--- config.mk ---
export PLATFORM = sky130hd
export DESIGN_NAME = hps_status
export DESIGN_NICKNAME = d
export VERILOG_FILES = /design/src/rtl/hps_status.sv
export SDC_FILE = /design/constraint.sdc
export NUM_CORES = 1
export LEC_CHECK = 0
export BUFFER_PORTS_ARGS = -buffer_cell sky130_fd_sc_hd__buf_2
export CELL_PAD_IN_SITES_DETAIL_PLACEMENT = 1
export CELL_PAD_IN_SITES_GLOBAL_PLACEMENT = 1
export CORE_UTILIZATION = 30
export CTS_CLUSTER_DIAMETER = 50
export DETAILED_ROUTE_END_ITERATION = 8
export GPL_ROUTABILITY_DRIVEN = 0
export PLACE_DENSITY_LB_ADDON = 0.1
export SYNTH_ARGS = -nofsm -noshare
export SYNTH_HDL_FRONTEND = slang
export SYNTH_SLANG_ARGS = --single-unit
--- constraint.sdc ---
create_clock -name clk -period 2.7 [get_ports clk]
set_input_delay 0.405 -clock clk [delete_from_list [all_inputs] [get_ports clk]]
set_output_delay 0.405 -clock clk [all_outputs]
set_load 0.05 [all_outputs]
--- src/rtl/hps_status.sv ---
// hps_status: read-only Avalon-MM status slave for the rotor/frame logic.
// Measures clk cycles between falling edges of turn_tick, counts turns and
// new_frame requests, and flags counter saturation with a sticky ovf bit.
// Optional build macro: HPS_STATUS_TICK_SYNC_EN puts turn_tick through a
// 2-flop synchronizer before edge detection (adds 2 cycles of latency).
module hps_status #(
    parameter int unsigned R_ADDR_WIDTH = 2,
    parameter int unsigned R_DATA_WIDTH = 32
) (
    input  logic                    clk,
    input  logic                    nrst,
    input  logic                    turn_tick,
    input  logic                    new_frame,
    input  logic [R_ADDR_WIDTH-1:0] r_addr,
    input  logic                    r_enable,
    output logic [R_DATA_WIDTH-1:0] r_data,
    output logic                    r_valid
);

    localparam logic [1:0] ST_IDLE  = 2'd0;
    localparam logic [1:0] ST_ARMED = 2'd1;
    localparam logic [1:0] ST_VALID = 2'd2;

    localparam logic [1:0] ADDR_STATUS = 2'd0;
    localparam logic [1:0] ADDR_PERIOD = 2'd1;
    localparam logic [1:0] ADDR_TURNS  = 2'd2;
    localparam logic [1:0] ADDR_FRAMES = 2'd3;

    localparam logic [R_DATA_WIDTH-1:0] CNT_MAX     = {R_DATA_WIDTH{1'b1}};
    localparam logic [R_DATA_WIDTH-1:0] CNT_ONE     = R_DATA_WIDTH'(1);
    localparam logic [R_DATA_WIDTH-1:0] CNT_PRE_MAX = CNT_MAX - CNT_ONE;

    logic                    tick_cur;
    logic                    tick_prev;
    logic                    nf_prev;
    logic                    fall;
    logic                    rise_nf;

    logic [1:0]              state;
    logic [1:0]              state_next;
    logic                    period_valid;

    logic [R_DATA_WIDTH-1:0] cnt;
    logic [R_DATA_WIDTH-1:0] cnt_next;
    logic [R_DATA_WIDTH-1:0] turn_period;
    logic [R_DATA_WIDTH-1:0] period_next;
    logic [R_DATA_WIDTH-1:0] turn_count;
    logic [R_DATA_WIDTH-1:0] frame_count;
    logic                    ovf;
    logic                    ovf_set;
    logic                    ovf_next;
    logic                    status_rd;

    logic [2:0]              status_bits;
    logic [R_DATA_WIDTH-1:0] rd_mux;

`ifdef HPS_STATUS_TICK_SYNC_EN
    logic tick_meta;
    logic tick_sync;

    // Two-flop synchronizer for the asynchronous hall-sensor tick
    always_ff @(posedge clk or negedge nrst) begin
        if (!nrst) begin
            tick_meta <= 1'b0;
            tick_sync <= 1'b0;
        end else begin
            tick_meta <= turn_tick;
            tick_sync <= tick_meta;
        end
    end

    assign tick_cur = tick_sync;
`else
    assign tick_cur = turn_tick;
`endif

    // Previous-value flops for tick and new_frame edge detection
    always_ff @(posedge clk or negedge nrst) begin
        if (!nrst) begin
            tick_prev <= 1'b0;
            nf_prev   <= 1'b0;
        end else begin
            tick_prev <= tick_cur;
            nf_prev   <= new_frame;
        end
    end

    assign fall    = tick_prev & ~tick_cur;
    assign rise_nf = ~nf_prev & new_frame;

    // Measurement FSM state register
    always_ff @(posedge clk or negedge nrst) begin
        if (!nrst) begin
            state <= ST_IDLE;
        end else begin
            state <= state_next;
        end
    end

    assign period_valid = (state == ST_VALID);

    // Next state plus period counter / overflow next values
    always_comb begin
        state_next  = state;
        cnt_next    = cnt;
        period_next = turn_period;
        ovf_set     = 1'b0;
        case (state)
            ST_IDLE: begin
                // First edge only starts the stopwatch; no period yet.
                if (fall) begin
                    cnt_next   = CNT_ONE;
                    state_next = ST_ARMED;
                end
            end
            ST_ARMED, ST_VALID: begin
                if (fall) begin
                    period_next = cnt;
                    cnt_next    = CNT_ONE;
                    state_next  = ST_VALID;
                end else if (cnt != CNT_MAX) begin
                    cnt_next = cnt + CNT_ONE;
                    ovf_set  = (cnt == CNT_PRE_MAX);
                end
            end
            default: begin
                state_next = ST_IDLE;
            end
        endcase
    end

    assign status_rd = r_enable & (r_addr[1:0] == ADDR_STATUS);
    // A new saturation outranks the clear-on-read of STATUS.
    assign ovf_next  = ovf_set ? 1'b1 : (status_rd ? 1'b0 : ovf);

    // Period, turn/frame counters and sticky overflow
    always_ff @(posedge clk or negedge nrst) begin
        if (!nrst) begin
            cnt         <= '0;
            turn_period <= '0;
            turn_count  <= '0;
            frame_count <= '0;
            ovf         <= 1'b0;
        end else begin
            cnt         <= cnt_next;
            turn_period <= period_next;
            ovf         <= ovf_next;
            if (fall) begin
                turn_count <= turn_count + CNT_ONE;
            end
            if (rise_nf) begin
                frame_count <= frame_count + CNT_ONE;
            end
        end
    end

    assign status_bits = {ovf, period_valid, tick_cur};

    // Register map decode; values are pre-update for the current cycle
    always_comb begin
        rd_mux = '0;
        case (r_addr[1:0])
            ADDR_STATUS: rd_mux = R_DATA_WIDTH'(status_bits);
            ADDR_PERIOD: rd_mux = turn_period;
            ADDR_TURNS:  rd_mux = turn_count;
            ADDR_FRAMES: rd_mux = frame_count;
            default:     rd_mux = '0;
        endcase
    end

    // Fixed one-cycle read response; data holds between reads
    always_ff @(posedge clk or negedge nrst) begin
        if (!nrst) begin
            r_data  <= '0;
            r_valid <= 1'b0;
        end else begin
            r_valid <= r_enable;
            if (r_enable) begin
                r_data <= rd_mux;
            end
        end
    end

endmodule
==> results.md, run 1 <==
* Relative max-transition margin at 47.41%
* Commonest non-fill, non-tap cells in the layout: dfrtp_1 (166), nor2_1 (59), nand2_1 (56), mux2_2 (56), nand3_1 (43)
* Clk_lat worst skew at 0.43 ns
* Starting density of the core at 30.90%
* Max cap viols at 0
* Share of layout cells above drive strength 1 at 21.10%
* Sequential fraction of the synthesis area at 51.01%
* Failing checks: hold timing
* Startpoint class of the critical path: register
* Synth Warn # at 0
* Hold Buf Count CTS at 0
* Die H at 166.8 um
* Mapped Cells at 771
* Crit path required time at 3.01 ns
* Post-synthesis cell area at 8143 um^2
* Worst hold path class: in -> async
* Vias in the first global route at 6506
* DR DRC count at 0
* Routed len/inst at 19.82 um
* Worst vdd ir at 357.4 uV
* Final hold violations at 7
* CTS max path bufs at 2
* Post-Route Skew at 0.01207 ns
* N_diodes at 0
* Crit Path Max Fanout at 14
* Critical path class: reg -> reg
* Outcome: finished with violations
* Placed Cells at 1123
* CTS clk-pin slew, worst paths at 0.07 ns
* Boundary Pins at 40
* Number of port buffers at 39
* Tightest Pin Transition at 0.7889 ns
* Routed wire length at 22890 um
* Final period util at 83.22%
* Congestion Overflow GR at 0
* Register bit count reported by yosys at 166
* CP peak stage delay at 0.52 ns
* Slowest-stage cell, CP: dfrtp_1
* Critical Path AT at 2.55 ns
* Total GRT Usage at 17.43%
* Static Leak at 4.143 nW
* Post-synthesis area per instance at 10.56 um^2
* RSZ-0062 raised after global routing: false
* Synth unique cells at 53
* Drt first pass iters at 4
* TritonCTS clock tree: done
* Multi-input gate area at 3736 um^2
* P per Cell Area at 755.6 nW/um^2
* Crit end category: register
* CTS Buf Count at 17
* Core Box Area at 26350 um^2
* Syn_nets at 784
* Reg-to-Reg Start: cnt[4]
* CTS root buf: clkbuf_16
* Drt initial violations at 295
* H-Tree Depth at 4
* Worst r2r dst: cnt[3]
* Vias/cell at 5.300
* Worst-case reg-to-reg path depth at 6
* CTS resizes at 0
* Fin Setup TNS at 0 ns
* CP cell instances: and4_1, nand2_1, nor4b_2, buf_4, or2_2, o211ai_1
* First-pass GRT wire length at 37690 um
* Worst hold margin at -0.007694 ns
* Minimum clock period at 2.247 ns
* Die span in x at 166.8 um
* Clock sinks at 166
* Sequential cell area at 4154 um^2
* Die area at 27810 um^2
* Cell Rows at 59
* # setup viols final at 0
* Most common cell after layout, fill and taps aside: dfrtp_1
* Final Max Slew Viols at 0
* Post-route insts no fill at 1155
* Vias at 6121
* Largest net degree at the start of global routing at 66
* Fill cell count at 2876
* Achievable Freq at 445.0 MHz
* R2R Setup Slk at 0.45 ns
* Initial antenna violation count at 0
* DP HPWL at 16500 um
* Layout net count at 820
* Post-route ant nets at 0
* Area Growth Syn to Fin at 15.97%
* Crit path from: cnt[4]
* Number of setup buffers added after CTS at 0
==> routing by layer <==
layer	GRT usage (%)	vias to the layer above	wire (um)
met4	4.750	0	312
li1	-	2878	-
met5	0	-	0
met2	26.64	74	10240
met1	25.44	3145	11850
met3	2.780	24	495
==> sequential cells by signal (all words and copies together), names as in the netlist <==
signal       cells
nf_prev          1
tick_prev        1
r_data          32
ovf              1
frame_count     32
turn_count      32
turn_period     32
state            2
r_valid          1
cnt             32
==> cell usage after synthesis, drive strengths merged <==
library cell	number	share of area (%)
and3	19	1.5
nor2	60	2.8
a22oi	29	2.7
o22ai	1	0.077
or4b	1	0.12
and4b	2	0.25
nor4	16	2.1
and2	4	0.31
buf	16	0.98
mux2i	2	0.25
a21oi	35	2.2
mux4	3	0.83
or3	1	0.077
a41oi	4	0.43
o31ai	18	1.7
xor2	20	2.2
nand2b	2	0.15
nand4	30	2.6
or4	1	0.092
nand3	44	2.8
clkbuf	31	1.5
or3b	1	0.14
ha	6	0.92
a31oi	25	1.9
inv	15	0.69
nor3	12	0.80
dfrtp	166	51
o311ai	1	0.11
nor2b	4	0.31
nand2	56	2.6
nand3b	5	0.46
o41ai	3	0.32
a211oi	2	0.18
or2	5	0.41
and4	7	0.75
nor4b	1	0.18
mux2	56	7.7
o21ai	23	1.4
o211ai	2	0.18
xnor2	42	4.5
==> cell families (layout without fill, tap and decap cells) <==
family / Yosys count / in the layout / share of synthesized area (%)
DFF: 166 / 166 / 51.01
adders and majority gates: 6 / 6 / 0.9219
and+or+nand+nor: 271 / 271 / 18.32
AOI/OAI and AO/OA: 143 / 143 / 11.12
buffers and inverters: 62 / 111 / 3.135
xor gates and xnor gates: 62 / 62 / 6.669
muxes: 61 / 61 / 8.820
==> worst max path at each step <==
stage	endpoint	slack (ns)
final	cnt[3]	0.45
after global routing	cnt[18]	0.14
after CTS	cnt[3]	0.44
after detailed placement	cnt[3]	0.43
after global placement	cnt[3]	0.43
after floorplan	cnt[20]	0.80
==> worst max-delay path, delay by kind of cell, from the launching register on <==
kind	cells	cell delay, ns
buf+inv	1	0.30
compound gates	1	0.09
simple gates	4	1.21
flops	1	0.52
==> metrics by stage <==
stage	area [um^2]	power, W	worst slack (ns)	util, %
CTS	9443	0.007230	0.4410	35.83
finish	9443	0.007135	0.4530	35.83
global route	9443	0.007487	0.1354	35.83
global placement	8805	0.004468	0.4346	33.41
detailed placement	8805	0.004514	0.4252	33.41
floorplan	8143	0.003952	0.7966	-
==> final cells by class <==
| type | instances | area share (%) |
|---|---|---|
| Sequential cell | 166 | 43.99 |
| Multi-Input combinational cell | 543 | 39.57 |
| Timing Repair Buffer | 64 | 4.651 |
| Clock buffer | 18 | 4.545 |
| Tap cell | 335 | 4.439 |
| Clock inverter | 14 | 2.213 |
| Inverter | 15 | 0.5963 |
==> report_power, final <==
group	switching, W	internal [W]	total (W)
combinational	0.00105	0.000491	0.00154
clock	0.00110	0.00158	0.00268
sequential	0.000231	0.00268	0.00291
No activity file was read; power rests on OpenSTA's default activity.
==> inputs of run 2 (changes only) <==
Settings changed: ABC_AREA from default to 1.
Clock period 2.7 ns to 2.2 ns, I/O delays scaled along.
==> results.md, run 2 <==
* Outcome: finished clean
* CTS root buf: clkbuf_16
* WL met2 at 12410 um
* Fill cell count at 3544
* Layout net count at 1209
* Minimum clock period at 1.907 ns
* RSZ-0062 raised after global routing: false
* Fin Setup TNS at 0 ns
* Yosys top cell area share at 47.96%
* Die span in x at 171.9 um
* Cell Rows at 61
* Total GRT Usage at 19.50%
* Post-synthesis cell area at 8662 um^2
* Crit end category: register
* Top-count cell post-synth: nand2_1
* Boundary Pins at 40
* Post-route insts no fill at 1587
* Syn_nets at 1152
* DR DRC count at 0
* # setup viols final at 0
* Final Max Slew Viols at 0
* CP cell instances: ha_1, nand3_1, nor2_2, nand2_1, nor3_2, nand3_1, nand2_1, nand2_1
* Register bit count reported by yosys at 166
* Initial antenna violation count at 0
* Relative max-transition margin at 39.87%
* Crit path required time at 2.51 ns
* Die H at 171.9 um
* Crit Path Max Fanout at 5
* CTS clk-pin slew, worst paths at 0.07 ns
* First-pass GRT wire length at 43690 um
* Worst hold path class: in -> reg
* Met1 wire length at 13540 um
* CP peak stage delay at 0.42 ns
* Synth cell count leaders: nand2_1 (412), dfrtp_1 (166), inv_1 (114)
* Clock sinks at 166
* Post-route ant nets at 0
* Routed wire length at 26580 um
* Post-synthesis area per instance at 7.605 um^2
* Static Leak at 4.537 nW
* Drt initial violations at 350
* Worst path most repeated cell: nand2_1
* Post-synth EDFFs at 0
* N_diodes at 0
* Commonest non-fill, non-tap cells in the layout: nand2_1 (411), dfrtp_1 (166), inv_1 (114)
* Most common cell after layout, fill and taps aside: nand2_1
* Slowest-stage cell, CP: dfrtp_1
* Critical Path AT at 2.22 ns
* Tightest Pin Transition at 0.8936 ns
* Congestion Overflow GR at 0
* CP bufs+invs at 0
* Asr flop ratio synth at 100.0%
* Sequential share of power at 42.4%
* Startpoint class of the critical path: register
* Drt first pass iters at 4
* TritonCTS clock tree: done
* Die area at 29560 um^2
* Routed len/inst at 16.75 um
* Net Sw Frac at 34.39%
* Clk_lat worst skew at 0.43 ns
* Placed Cells at 1553
* Synth Warn # at 0
* Met3 WL at 407 um
* Int Pwr at 0.005654 W
* Achievable Freq at 524.3 MHz
* Vias in the first global route at 7756
* Synth unique cells at 34
* Starting density of the core at 30.84%
* Sequential fraction of the synthesis area at 47.96%
* Combinational Power Share at 22.6%
* Synth area leader: dfrtp_1
* Largest net degree at the start of global routing at 54
* Number of setup buffers added after CTS at 0
* Worst vdd ir at 584.6 uV
* Post-Route Skew at 0.01325 ns
* CTS Buf Count at 17
* P per Cell Area at 859.6 nW/um^2
* Share of layout cells above drive strength 1 at 10.17%
* Vias/cell at 4.641
* Max cap viols at 0
* Mapped Cells at 1139
* H-Tree Depth at 4
* Final period util at 86.69%
* Vias at 7366
* Cell family with most CP delay: simple AND/OR/NAND/NOR gates
* Area Growth Syn to Fin at 15.73%
* Pwr Total at 0.008618 W
* CTS max path bufs at 2
* DP HPWL at 20290 um
* Core Box Area at 28090 um^2
* Top cells by area, synth: dfrtp_1 (48%), nand2_1 (18%), inv_1 (4.9%)
* Worst hold margin at 0.04275 ns
* Critical path class: reg -> reg
* P_sw at 0.002963 W
* Number of port buffers at 39
* Top Metal Used: met4
* Clock share of power at 35.0%
* Final hold violations at 0
* Main synth FF type: dfrtp_1
## run 2: changes by cell type after synthesis, sizes merged, moves of 14 or more
cell / change
nand2: +358
inv: +99
o21ai: +78
nor2: +55
mux2: -51
a22oi: -29
a31oi: -25
xnor2: -23
nand3: +20
and3: -19
o31ai: -17
nand4: -14
## run 2: path summary, 6_finish.rpt
path | start | end | slack, ns | cells past startpoint
worst max-delay path | turn_count[0] | turn_count[28] | 0.29 | 8
worst min-delay path | turn_tick | tick_prev | 0.04 | 1
worst max register to register | turn_count[0] | turn_count[28] | 0.29 | 8
worst min register to register | r_data[9] | r_data[9] | 0.47 | 2
max in group asynchronous | nrst | turn_count[16] | 0.92 | 3
min in group asynchronous | nrst | r_data[4] | 0.43 | 2
## run 2: stage by stage
| stage | cell area [um^2] | worst slack (ns) | utilization (%) |
|---|---|---|---|
| 5_1_grt | 10020 | 0.07793 | 35.69 |
| 4_1_cts | 10020 | 0.2815 | 35.69 |
| 2_1_floorplan | 8662 | 0.5451 | - |
| 6_report | 10020 | 0.2928 | 35.69 |
| 3_5_place_dp | 9429 | 0.2951 | 33.57 |
| 3_3_place_gp | 9429 | 0.2741 | 33.57 |
## run 2: worst register-to-register path: stages, from the launching register on
cell and delay, ns:
dfrtp_1 0.42, ha_1 0.19, nand3_1 0.15, nor2_2 0.26, nand2_1 0.20, nor3_2 0.33, nand3_1 0.12, nand2_1 0.08
nand2_1 0.05
## run 2: timing repair
| action | 4_1_cts | 5_1_grt |
|---|---|---|
| hold endpoints to repair | 50 | 0 |
| hold buffers | 2 | 0 |
| gates resized for setup | 0 | 0 |
## run 2: area by class of cell
type,count,area [um^2],area share [%]
clock buffer,21,460.4,4.593
clock inverter,11,115.1,1.148
inverter,116,435.4,4.343
multi-input combinational,828,3920,39.10
sequential,166,4154,41.44
tap,378,473.0,4.718
timing repair buffer,67,466.7,4.656
## run 2: per-layer routing
layer	vias to the layer above	track usage (%)
met1	3583	27.45
li1	3722	-
met3	15	3.159
met5	-	0
met4	0	3.386
met2	46	31.68
## run 2: cell families (layout without fill, tap and decap cells)
group | count (synthesis) | in the layout | share of synthesized area, %
and+or+nand+nor | 629 | 629 | 30.13
DFF | 166 | 166 | 47.96
buffers and inverters | 145 | 215 | 6.818
AOI/OAI and AO/OA | 138 | 138 | 8.522
xor gates and xnor gates | 50 | 50 | 5.056
adders and majority gates | 6 | 6 | 0.8667
muxes | 5 | 5 | 0.6500
## run 2: power groups by stage
stage / Combinational, W / Sequential [W] / Clock [W]
5_1_grt: 0.00219 / 0.00371 / 0.00322
2_1_floorplan: 0.00119 / 0.00384 / 0
4_1_cts: 0.00200 / 0.00366 / 0.00312
6_report: 0.00195 / 0.00365 / 0.00302
3_3_place_gp: 0.00197 / 0.00371 / 0
3_5_place_dp: 0.00198 / 0.00371 / 0
==> inputs of run 3 (changes only) <==
--- a/config.mk
+++ b/config.mk
@@ -15,4 +15,5 @@
 export GPL_ROUTABILITY_DRIVEN = 0
 export PLACE_DENSITY_LB_ADDON = 0.1
+export REMOVE_ABC_BUFFERS = 1
 export SYNTH_ARGS = -nofsm -noshare
 export SYNTH_HDL_FRONTEND = slang
==> constraint.sdc (replaced) <==
create_clock -name clk -period 2.5 [get_ports clk]
set_input_delay 0.25 -clock clk [delete_from_list [all_inputs] [get_ports clk]]
set_output_delay 0.25 -clock clk [all_outputs]
set_load 0.05 [all_outputs]
==> results.md, run 3 (same netlist as run 2, synthesis figures left out) <==
* Initial antenna violation count at 0
* Multi-input gate area at 3920 um^2
* # setup viols final at 0
* Share of layout cells above drive strength 1 at 9.500%
* Die span in x at 171.9 um
* Commonest non-fill, non-tap cells in the layout: nand2_1 (411), dfrtp_1 (166), inv_1 (114)
* Sequential cell area at 4154 um^2
* Finished Core Util at 35.75%
* Congestion Overflow GR at 0
* Drt initial violations at 446
* Vias at 7221
* Area Growth Syn to Fin at 15.93%
* Layout net count at 1202
* Die area at 29560 um^2
* Crit path required time at 2.81 ns
* Boundary Pins at 40
* Post-route ant nets at 0
* Die H at 171.9 um
* CTS Buf Count at 17
* Final Max Slew Viols at 0
* TritonCTS clock tree: done
* CTS resizes at 0
* Total GRT Usage at 18.56%
* Clk_lat worst skew at 0.43 ns
* Vias/cell at 4.576
* Largest net degree at the start of global routing at 63
* Cell Rows at 61
* Outcome: finished clean
* DR DRC count at 0
* Number of port buffers at 39
* P per Cell Area at 773.1 nW/um^2
* Most common cell after layout, fill and taps aside: nand2_1
* Slowest-stage cell, CP: a21oi_1
* Max cap viols at 0
* Routed len/inst at 16.23 um
* Routed wire length at 25620 um
* CP peak stage delay at 0.45 ns
* Fin Setup TNS at 0 ns
* DP HPWL at 19470 um
* N_diodes at 0
* Cell family with most CP delay: simple AND/OR/NAND/NOR gates
* Tightest Pin Transition at 0.6454 ns
* Final period util at 83.63%
* CTS root buf: clkbuf_16
* Fill cell count at 3497
* Core Box Area at 28090 um^2
* Drt first pass iters at 4
* Critical path class: reg -> reg
* CTS clk-pin slew, worst paths at 0.07 ns
* Static Leak at 4.539 nW
* Minimum clock period at 2.091 ns
* Achievable Freq at 478.3 MHz
* Post-Route Skew at 0.01369 ns
* First-pass GRT wire length at 41720 um
* Crit Path Max Fanout at 44
* H-Tree Depth at 4
* Pwr Total at 0.007764 W
* Critical Path AT at 2.40 ns
* Worst vdd ir at 476.6 uV
* RSZ-0062 raised after global routing: false
* Starting density of the core at 30.84%
* CP cell instances: inv_1, ha_1, nor2_1, a21oi_1, nand2_4, nand2_1, o21ai_2
* Final hold violations at 0
* Clock sinks at 166
* Vias in the first global route at 7510
* CP bufs+invs at 1
* Relative max-transition margin at 56.97%
* Worst hold path class: in -> reg
* Final setup margin at 0.4093 ns
* Startpoint class of the critical path: register
* Crit end category: register
* Dpl ws at 0.4623 ns
* CTS max path bufs at 2
run 3: routing by layer:
layer	routed length, um	global-route usage (%)
met5	0	0
met3	446	2.678
met4	210	3.655
met2	12060	30.66
met1	12900	25.77
run 3: power by group:
group	leakage, nW	switching (W)	total (W)	internal, W
Sequential	2.21	0.000249	0.00322	0.00298
Clock	0.313	0.00114	0.00301	0.00187
Combinational	2.02	0.00113	0.00153	0.000402
Total	4.54	0.00251	0.00776	0.00525
run 3: final cells by class:
class	instances	area share, %
flip-flops and latches	166	41.37
clock buffers	18	4.274
clock inverters	12	2.255
inverters	116	4.336
repair buffers	60	4.024
well taps	378	4.710
multi-input cells	828	39.04
run 3: per-stage QoR:
step           std cells  hold slack [ns]  cell area (um^2)
6_report            1578           0.1835             10040
5_1_grt             1578           0.1835             10040
4_1_cts             1578           0.1717             10040
3_5_place_dp        1545           0.3025              9356
3_3_place_gp        1545           0.2976              9356
2_1_floorplan       1110         -0.04559              8507
run 3: worst paths after layout:
path,slack (ns),from,depth (start not counted),end
worst max-delay path,0.41,state[1],7,cnt[30]
worst min-delay path,0.18,r_enable,2,r_valid
worst max register to register,0.41,state[1],7,cnt[30]
worst min register to register,0.47,r_data[11],2,r_data[11]
max in group asynchronous,1.30,nrst,3,turn_period[20]
min in group asynchronous,0.39,nrst,2,frame_count[2]
run 3: worst register-to-register path: stages (launching register included):
cell and delay, ns:
dfrtp_1 0.35, inv_1 0.07, ha_1 0.34, nor2_1 0.08, a21oi_1 0.45, nand2_4 0.41, nand2_1 0.20, o21ai_2 0.07
run 3: timing repair:
| action | in CTS | in global routing |
|---|---|---|
| hold buffers | 3 | 0 |
| hold endpoints to repair | 59 | 0 |
| setup buffers | 0 | 0 |
